### config.mk
export PLATFORM = sky130hd
export DESIGN_NAME = sm4_key_sched_ctrl_flat
export DESIGN_NICKNAME = d
export VERILOG_FILES = /design/src/rtl/sm4_key_sched_ctrl_if.sv /design/src/rtl/sm4_key_sched_ctrl.sv /design/src/flat_wrapper.sv
export SDC_FILE = /design/constraint.sdc
export NUM_CORES = 2
export LEC_CHECK = 0
export CAP_MARGIN = 10
export CORE_UTILIZATION = 35
export CTS_CLUSTER_DIAMETER = 150
export DETAILED_ROUTE_END_ITERATION = 7
export HOLD_SLACK_MARGIN = 0.15
export PLACE_DENSITY = 0.51
export SLEW_MARGIN = 30
export SYNTH_ARGS = -nofsm -noshare
export SYNTH_HDL_FRONTEND = slang
export SYNTH_SLANG_ARGS = --single-unit
### constraint.sdc
create_clock -name clk -period 82.4 [get_ports clk]
set_clock_uncertainty 0.2 [all_clocks]
set_input_delay 16.48 -clock clk [delete_from_list [all_inputs] [get_ports clk]]
set_output_delay 16.48 -clock clk [all_outputs]
set_load 0.005 [all_outputs]
### src/rtl/sm4_key_sched_ctrl_if.sv
// SM4 key-schedule bus: key request, round-key stream and read port.
// master drives requests and addresses, slave is the sequencer.
interface sm4_key_sched_ctrl_if;
  logic [127:0] key_in;
  logic         key_valid;
  logic         key_ready;
  logic         key_clear;
  logic         rk_valid;
  logic [4:0]   rk_idx;
  logic [31:0]  rk_out;
  logic         keys_ready;
  logic         dec_mode;
  logic [4:0]   rk_rd_addr;
  logic [31:0]  rk_rd_data;

  modport master (
    output key_in, key_valid, key_clear,
    output dec_mode, rk_rd_addr,
    input  key_ready, rk_valid, rk_idx,
    input  rk_out, keys_ready, rk_rd_data
  );

  modport slave (
    input  key_in, key_valid, key_clear,
    input  dec_mode, rk_rd_addr,
    output key_ready, rk_valid, rk_idx,
    output rk_out, keys_ready, rk_rd_data
  );
endinterface

### src/rtl/sm4_key_sched_ctrl.sv
// Iterative SM4 key expansion: one round key per cycle for 32 rounds,
// streamed out and kept in a 32-entry file with a single read port.
module transform_for_key_exp (
  input  logic [31:0] din,
  output logic [31:0] dout
);
  localparam logic [0:255][7:0] SBOX = {
    128'hd690e9fecce13db716b614c228fb2c05,
    128'h2b679a762abe04c3aa44132649860699,
    128'h9c4250f491ef987a33540b43edcfac62,
    128'he4b31ca9c908e89580df94fa758f3fa6,
    128'h4707a7fcf37317ba83593c19e6854fa8,
    128'h686b81b27164da8bf8eb0f4b70569d35,
    128'h1e240e5e6358d1a225227c3b01217887,
    128'hd40046579fd327524c3602e7a0c4c89e,
    128'heabf8ad240c738b5a3f7f2cef96115a1,
    128'he0ae5da49b341a55ad933230f58cb1e3,
    128'h1df6e22e8266ca60c02923ab0d534e6f,
    128'hd5db3745defd8e2f03ff6a726d6c5b51,
    128'h8d1baf92bbddbc7f11d95c411f105ad8,
    128'h0ac13188a5cd7bbd2d74d012b8e5b4b0,
    128'h8969974a0c96777e65b9f109c56ec684,
    128'h18f07dec3adc4d2079ee5f3ed7cb3948
  };

  logic [31:0] b;

  assign b = {SBOX[din[31:24]], SBOX[din[23:16]],
              SBOX[din[15:8]],  SBOX[din[7:0]]};

  // L'(B) = B ^ (B <<< 13) ^ (B <<< 23)
  assign dout = b ^ {b[18:0], b[31:19]} ^ {b[8:0], b[31:9]};
endmodule

module sm4_key_sched_ctrl #(
  parameter int NUM_ROUNDS = 32,
  parameter bit RD_REG     = 1'b1
) (
  input logic                clk,
  input logic                rst,
  sm4_key_sched_ctrl_if.slave bus
);
  typedef enum logic [1:0] {
    IDLE,
    EXPAND,
    DONE
  } state_t;

  localparam logic [4:0]  LAST = 5'(NUM_ROUNDS - 1);
  localparam logic [31:0] CK0  = 32'h00070E15;
  localparam logic [127:0] FK  = {
    32'hA3B1BAC6, 32'h56AA3350,
    32'h677D9197, 32'hB27022DC
  };

  state_t      state;
  logic [4:0]  cnt;
  logic [31:0] k0, k1, k2, k3;
  logic [31:0] ck;
  logic [31:0] ck_next;
  logic [31:0] tin;
  logic [31:0] tout;
  logic [31:0] rk_new;
  logic [127:0] k_load;

  logic        key_ready;
  logic        keys_ready;
  logic        rk_valid;
  logic [4:0]  rk_idx;
  logic [31:0] rk_out;

  logic [31:0] rk_file [32];
  logic [4:0]  rd_p;

  assign tin    = k1 ^ k2 ^ k3 ^ ck;
  assign rk_new = k0 ^ tout;
  assign k_load = bus.key_in ^ FK;

  // Each CK byte steps by 28 on its own; carries never cross bytes.
  assign ck_next = {ck[31:24] + 8'd28, ck[23:16] + 8'd28,
                    ck[15:8]  + 8'd28, ck[7:0]   + 8'd28};

  transform_for_key_exp u_t (
    .din  (tin),
    .dout (tout)
  );

  // Sequencer: accept key, run the rounds, report completion.
  always_ff @(posedge clk or posedge rst) begin
    if (rst) begin
      state      <= IDLE;
      cnt        <= '0;
      k0         <= '0;
      k1         <= '0;
      k2         <= '0;
      k3         <= '0;
      ck         <= CK0;
      key_ready  <= 1'b1;
      keys_ready <= 1'b0;
      rk_valid   <= 1'b0;
      rk_idx     <= '0;
      rk_out     <= '0;
    end else if (bus.key_clear) begin
      state      <= IDLE;
      cnt        <= '0;
      key_ready  <= 1'b1;
      keys_ready <= 1'b0;
      rk_valid   <= 1'b0;
    end else begin
      rk_valid <= 1'b0;
      unique case (state)
        IDLE, DONE: begin
          if (bus.key_valid && key_ready) begin
            {k0, k1, k2, k3} <= k_load;
            cnt        <= '0;
            ck         <= CK0;
            keys_ready <= 1'b0;
            key_ready  <= 1'b0;
            state      <= EXPAND;
          end
        end
        EXPAND: begin
          rk_out   <= rk_new;
          rk_idx   <= cnt;
          rk_valid <= 1'b1;
          {k0, k1, k2, k3} <= {k1, k2, k3, rk_new};
          ck  <= ck_next;
          cnt <= cnt + 5'd1;
          if (cnt == LAST) begin
            state      <= DONE;
            keys_ready <= 1'b1;
            key_ready  <= 1'b1;
          end
        end
        default: state <= IDLE;
      endcase
    end
  end

  // Round-key file: written once per expansion round.
  always_ff @(posedge clk or posedge rst) begin
    if (rst) begin
      for (int i = 0; i < 32; i++) rk_file[i] <= '0;
    end else if (state == EXPAND && !bus.key_clear) begin
      rk_file[cnt] <= rk_new;
    end
  end

  // Decrypt reads the file back to front: 31 - addr == ~addr.
  assign rd_p = bus.dec_mode ? ~bus.rk_rd_addr : bus.rk_rd_addr;

  generate
    if (RD_REG) begin : g_rd_reg
      logic [31:0] rd_q;
      // Registered read; sees the file before this edge's write.
      always_ff @(posedge clk or posedge rst) begin
        if (rst) rd_q <= '0;
        else     rd_q <= rk_file[rd_p];
      end
      assign bus.rk_rd_data = rd_q;
    end else begin : g_rd_comb
      assign bus.rk_rd_data = rk_file[rd_p];
    end
  endgenerate

  assign bus.key_ready  = key_ready;
  assign bus.keys_ready = keys_ready;
  assign bus.rk_valid   = rk_valid;
  assign bus.rk_idx     = rk_idx;
  assign bus.rk_out     = rk_out;
endmodule
### src/flat_wrapper.sv
// flat-port wrapper written by rule: the top's interface ports become plain ports
module sm4_key_sched_ctrl_flat 
#(
  parameter int NUM_ROUNDS = 32,
  parameter bit RD_REG     = 1'b1
)
  (clk, rst, bus_key_in, bus_key_valid, bus_key_clear, bus_dec_mode, bus_rk_rd_addr, bus_key_ready, bus_rk_valid, bus_rk_idx, bus_rk_out, bus_keys_ready, bus_rk_rd_data);
  sm4_key_sched_ctrl_if bus_i ();
  input logic clk;
  input logic rst;
  input wire logic [$bits(bus_i.key_in)-1:0] bus_key_in;
  input wire logic [$bits(bus_i.key_valid)-1:0] bus_key_valid;
  input wire logic [$bits(bus_i.key_clear)-1:0] bus_key_clear;
  input wire logic [$bits(bus_i.dec_mode)-1:0] bus_dec_mode;
  input wire logic [$bits(bus_i.rk_rd_addr)-1:0] bus_rk_rd_addr;
  output wire logic [$bits(bus_i.key_ready)-1:0] bus_key_ready;
  output wire logic [$bits(bus_i.rk_valid)-1:0] bus_rk_valid;
  output wire logic [$bits(bus_i.rk_idx)-1:0] bus_rk_idx;
  output wire logic [$bits(bus_i.rk_out)-1:0] bus_rk_out;
  output wire logic [$bits(bus_i.keys_ready)-1:0] bus_keys_ready;
  output wire logic [$bits(bus_i.rk_rd_data)-1:0] bus_rk_rd_data;
  assign bus_i.key_in = bus_key_in;
  assign bus_i.key_valid = bus_key_valid;
  assign bus_i.key_clear = bus_key_clear;
  assign bus_i.dec_mode = bus_dec_mode;
  assign bus_i.rk_rd_addr = bus_rk_rd_addr;
  assign bus_key_ready = bus_i.key_ready;
  assign bus_rk_valid = bus_i.rk_valid;
  assign bus_rk_idx = bus_i.rk_idx;
  assign bus_rk_out = bus_i.rk_out;
  assign bus_keys_ready = bus_i.keys_ready;
  assign bus_rk_rd_data = bus_i.rk_rd_data;
  sm4_key_sched_ctrl #(.NUM_ROUNDS(NUM_ROUNDS), .RD_REG(RD_REG)) u_core (.clk(clk), .rst(rst), .bus(bus_i));
endmodule
==> impl_metrics.env <==
export IMPL_first_pass_iters=8
export IMPL_grt_ovfl_total=0
export IMPL_max_freq_mhz=48.0
export IMPL_muxShareOfSynthArea_pct=13.5
export IMPL_drv_slew=0
export IMPL_vias=58000
export IMPL_place_inst=9507
export IMPL_hpwl_um=162000
export IMPL_path_clk_slew_ps=60
export IMPL_outcome="finished, violations left"
export IMPL_syn_area_um2=69700
export IMPL_dieHeight_um=448
export IMPL_synth_top_cells_by_area="dfrtp_1, mux4_2, nand2_1, o21ai_0, o21ai_1"
export IMPL_use_met3_pct=4.37
export IMPL_ant_nets=0
export IMPL_gr_usage_met1_pct=36.5
export IMPL_crit_required_ps=82870
export IMPL_num_rows=163
export IMPL_fp_dieArea_um2=201000
export IMPL_synth_warnings=0
export IMPL_io_buffer_count=209
export IMPL_max_cap_viol_count=0
export IMPL_synth_simple_area_share_pct=13.4
export IMPL_area_growth_synth_to_final_pct=14.1
export IMPL_crit_fanout=116
export IMPL_cts_buffer_depth=3
export IMPL_rsz0062_at_grt="no"
export IMPL_viasPerCell=5.94
export IMPL_criticalPathCategory="in -> reg"
export IMPL_multiInputGateArea_um2=36100
export IMPL_busiest_layer="met2"
export IMPL_finalCriticalPeriod_ps=20840
export IMPL_violations="DRC"
export IMPL_holdBufCountCts=0
export IMPL_core_area_um2=197000
export IMPL_cts_resized=0
export IMPL_fin_crit_sh_pct=25.3
export IMPL_synthTopCellsByCount="nand2_1, dfrtp_1, o21ai_0"
export IMPL_place_ws_ps=60490
export IMPL_chipWidth_um=448
export IMPL_synthXorXnorAreaFrac_pct=3.27
export IMPL_yosysTopAreaCellShare_pct=44.9
export IMPL_place_gp_congestion=0.979
export IMPL_ios=210
export IMPL_routed_wl_um=265000
export IMPL_async_flop_share_pct=100
export IMPL_fillCellCount=19500
export IMPL_synth_edf_count=0
export IMPL_setup_slack_ps=61560
export IMPL_synth_top_family_by_area="compound AO/OA/AOI/OAI gates"
export IMPL_synth_compound_area_share_pct=19.1
export IMPL_synth_yosys_seq_area_share_pct=45.1
export IMPL_layout_cells_non_filler=9765
export IMPL_synth_most_common_cell="nand2_1"
export IMPL_yosys_area_top_type="dfrtp_1"
export IMPL_grt_antenna_before_repair=3
export IMPL_synthAdderAreaFrac_pct=0.916
export IMPL_syn_num_nets=7386
export IMPL_cts_sinks=1256
export IMPL_clkLatencyLatePin_ps=780
export IMPL_post_cts_buffers=0
export IMPL_hold_class="reg -> reg"
export IMPL_dr_first_iter_drc_count=6242
export IMPL_start_util_pct=35.3
export IMPL_hold_viol=0
export IMPL_critPathLaunchType="input port"
export IMPL_synth_area_per_cell_um2=9.68
export IMPL_grt_max_degree=118
export IMPL_grt_pass1_wl_um=395000
export IMPL_synth_ff_type="dfrtp_1"
export IMPL_yosys_register_bits=1256
export IMPL_synth_cell_types=107
export IMPL_synth_cells=7197
export IMPL_numCtsBuffers=143
export IMPL_worstPathArrival_ps=21310
export IMPL_finalSetupViolations=0
export IMPL_wire_per_inst_um=27.1
export IMPL_endpoint_kind="flop"
export IMPL_seqCellArea_um2=31400
export IMPL_nets=7202
export IMPL_htreeDepth=4
export IMPL_finalSetupTns_ps=0
export IMPL_met2_usage_pct=40.8
export IMPL_tightest_slew_ps=1080
export IMPL_gr_usage_all_layers_pct=26.4
export IMPL_root_buffer="clkbuf_16"
export IMPL_drive_gt1_share_pct=15.1
export IMPL_slew_headroom_pct=27.1
export IMPL_grt_pass1_vias=57200
export IMPL_route_detailed_drc=5
export IMPL_cts_tree="done"
## per-layer routing
layer	vias up	wire (um)
li1	25800	-
met1	29000	114000
met2	2591	120000
met3	572	18400
met4	2	12300
met5	-	13
## final timing paths
kind                                                  end                start  slack, ps  depth (start not counted)
worst min-delay path                  u_core.rk_file[443]  u_core.rk_file[443]        270                          2
min in group asynchronous             u_core.rk_file[266]                  rst      16060                          2
worst max-delay path            u_core.bus.rk_rd_data[30]         bus_dec_mode      61560                          8
max in group asynchronous           u_core.bus.rk_out[27]                  rst      61770                          7
worst min register to register        u_core.rk_file[443]  u_core.rk_file[443]        270                          2
worst max register to register        u_core.rk_file[712]        u_core.ck[17]      75630                         14
## through the flow
step | hold WS [ps] | utilization (%) | area (um^2)
5_1_grt | 296 | 40.2 | 79500
3_5_place_dp | 263 | 37.7 | 74400
3_3_place_gp | 255 | 37.5 | 74100
4_1_cts | 276 | 40.2 | 79300
2_1_floorplan | 243 | - | 69700
6_report | 272 | 40.2 | 79500
## state kept, by name (all words and copies together), names as in the netlist, 2 cells and up
| signal | flops |
|---|---|
| u_core.ck | 25 |
| u_core.state | 2 |
| u_core.k0 | 32 |
| u_core.k2 | 32 |
| u_core.bus.rk_rd_data | 32 |
| u_core.cnt | 5 |
| u_core.rk_file | 1024 |
| u_core.k1 | 32 |
| u_core.bus.rk_out | 32 |
| u_core.k3 | 32 |
| u_core.bus.rk_idx | 5 |
## final cells by class
type                            count  share of cell area (%)
Inverter                           47                   0.231
Timing Repair Buffer              380                    4.50
Tap cell                         2640                    4.16
Clock inverter                     40                   0.715
Sequential cell                  1256                    39.6
Antenna cell                        1                 0.00315
Multi-Input combinational cell   5185                    45.4
Clock buffer                      216                    5.43
## worst max-delay path: stages
cell	delay, ps
clkdlybuf4s50_1	940
xor2_4	180
buf_4	730
buf_12	720
buf_4	760
mux4_2	600
mux4_2	500
mux2_2	270
## cells in the final DEF, fill, tap and decap left out, types with 53 or more instances in the layout
| master | instances |
|---|---|
| a21oi_1 | 243 |
| a31oi_1 | 108 |
| buf_4 | 147 |
| clkbuf_16 | 147 |
| clkdlybuf4s50_1 | 209 |
| dfrtp_1 | 1249 |
| mux2_2 | 106 |
| mux4_2 | 338 |
| nand2_1 | 1430 |
| nand3_1 | 126 |
| nor2_1 | 381 |
| nor3_1 | 93 |
| o211ai_1 | 70 |
| o21ai_0 | 728 |
| o21ai_1 | 435 |
| o21ai_2 | 60 |
| o31ai_1 | 64 |
| xnor2_1 | 69 |
| xor2_1 | 53 |
## logic make-up after synthesis
group,Yosys count
XOR/XNOR,211
flip-flops,1256
buffers and inverters,756
AND/OR/NAND/NOR,2254
adder cells (fa/ha/maj),51
multiplexers,497
AO/OA/AOI/OAI,2172
Power is left out: the tool's default activity adds up to more than one toggle a clock period on the data nets, which glitch-free logic cannot reach.
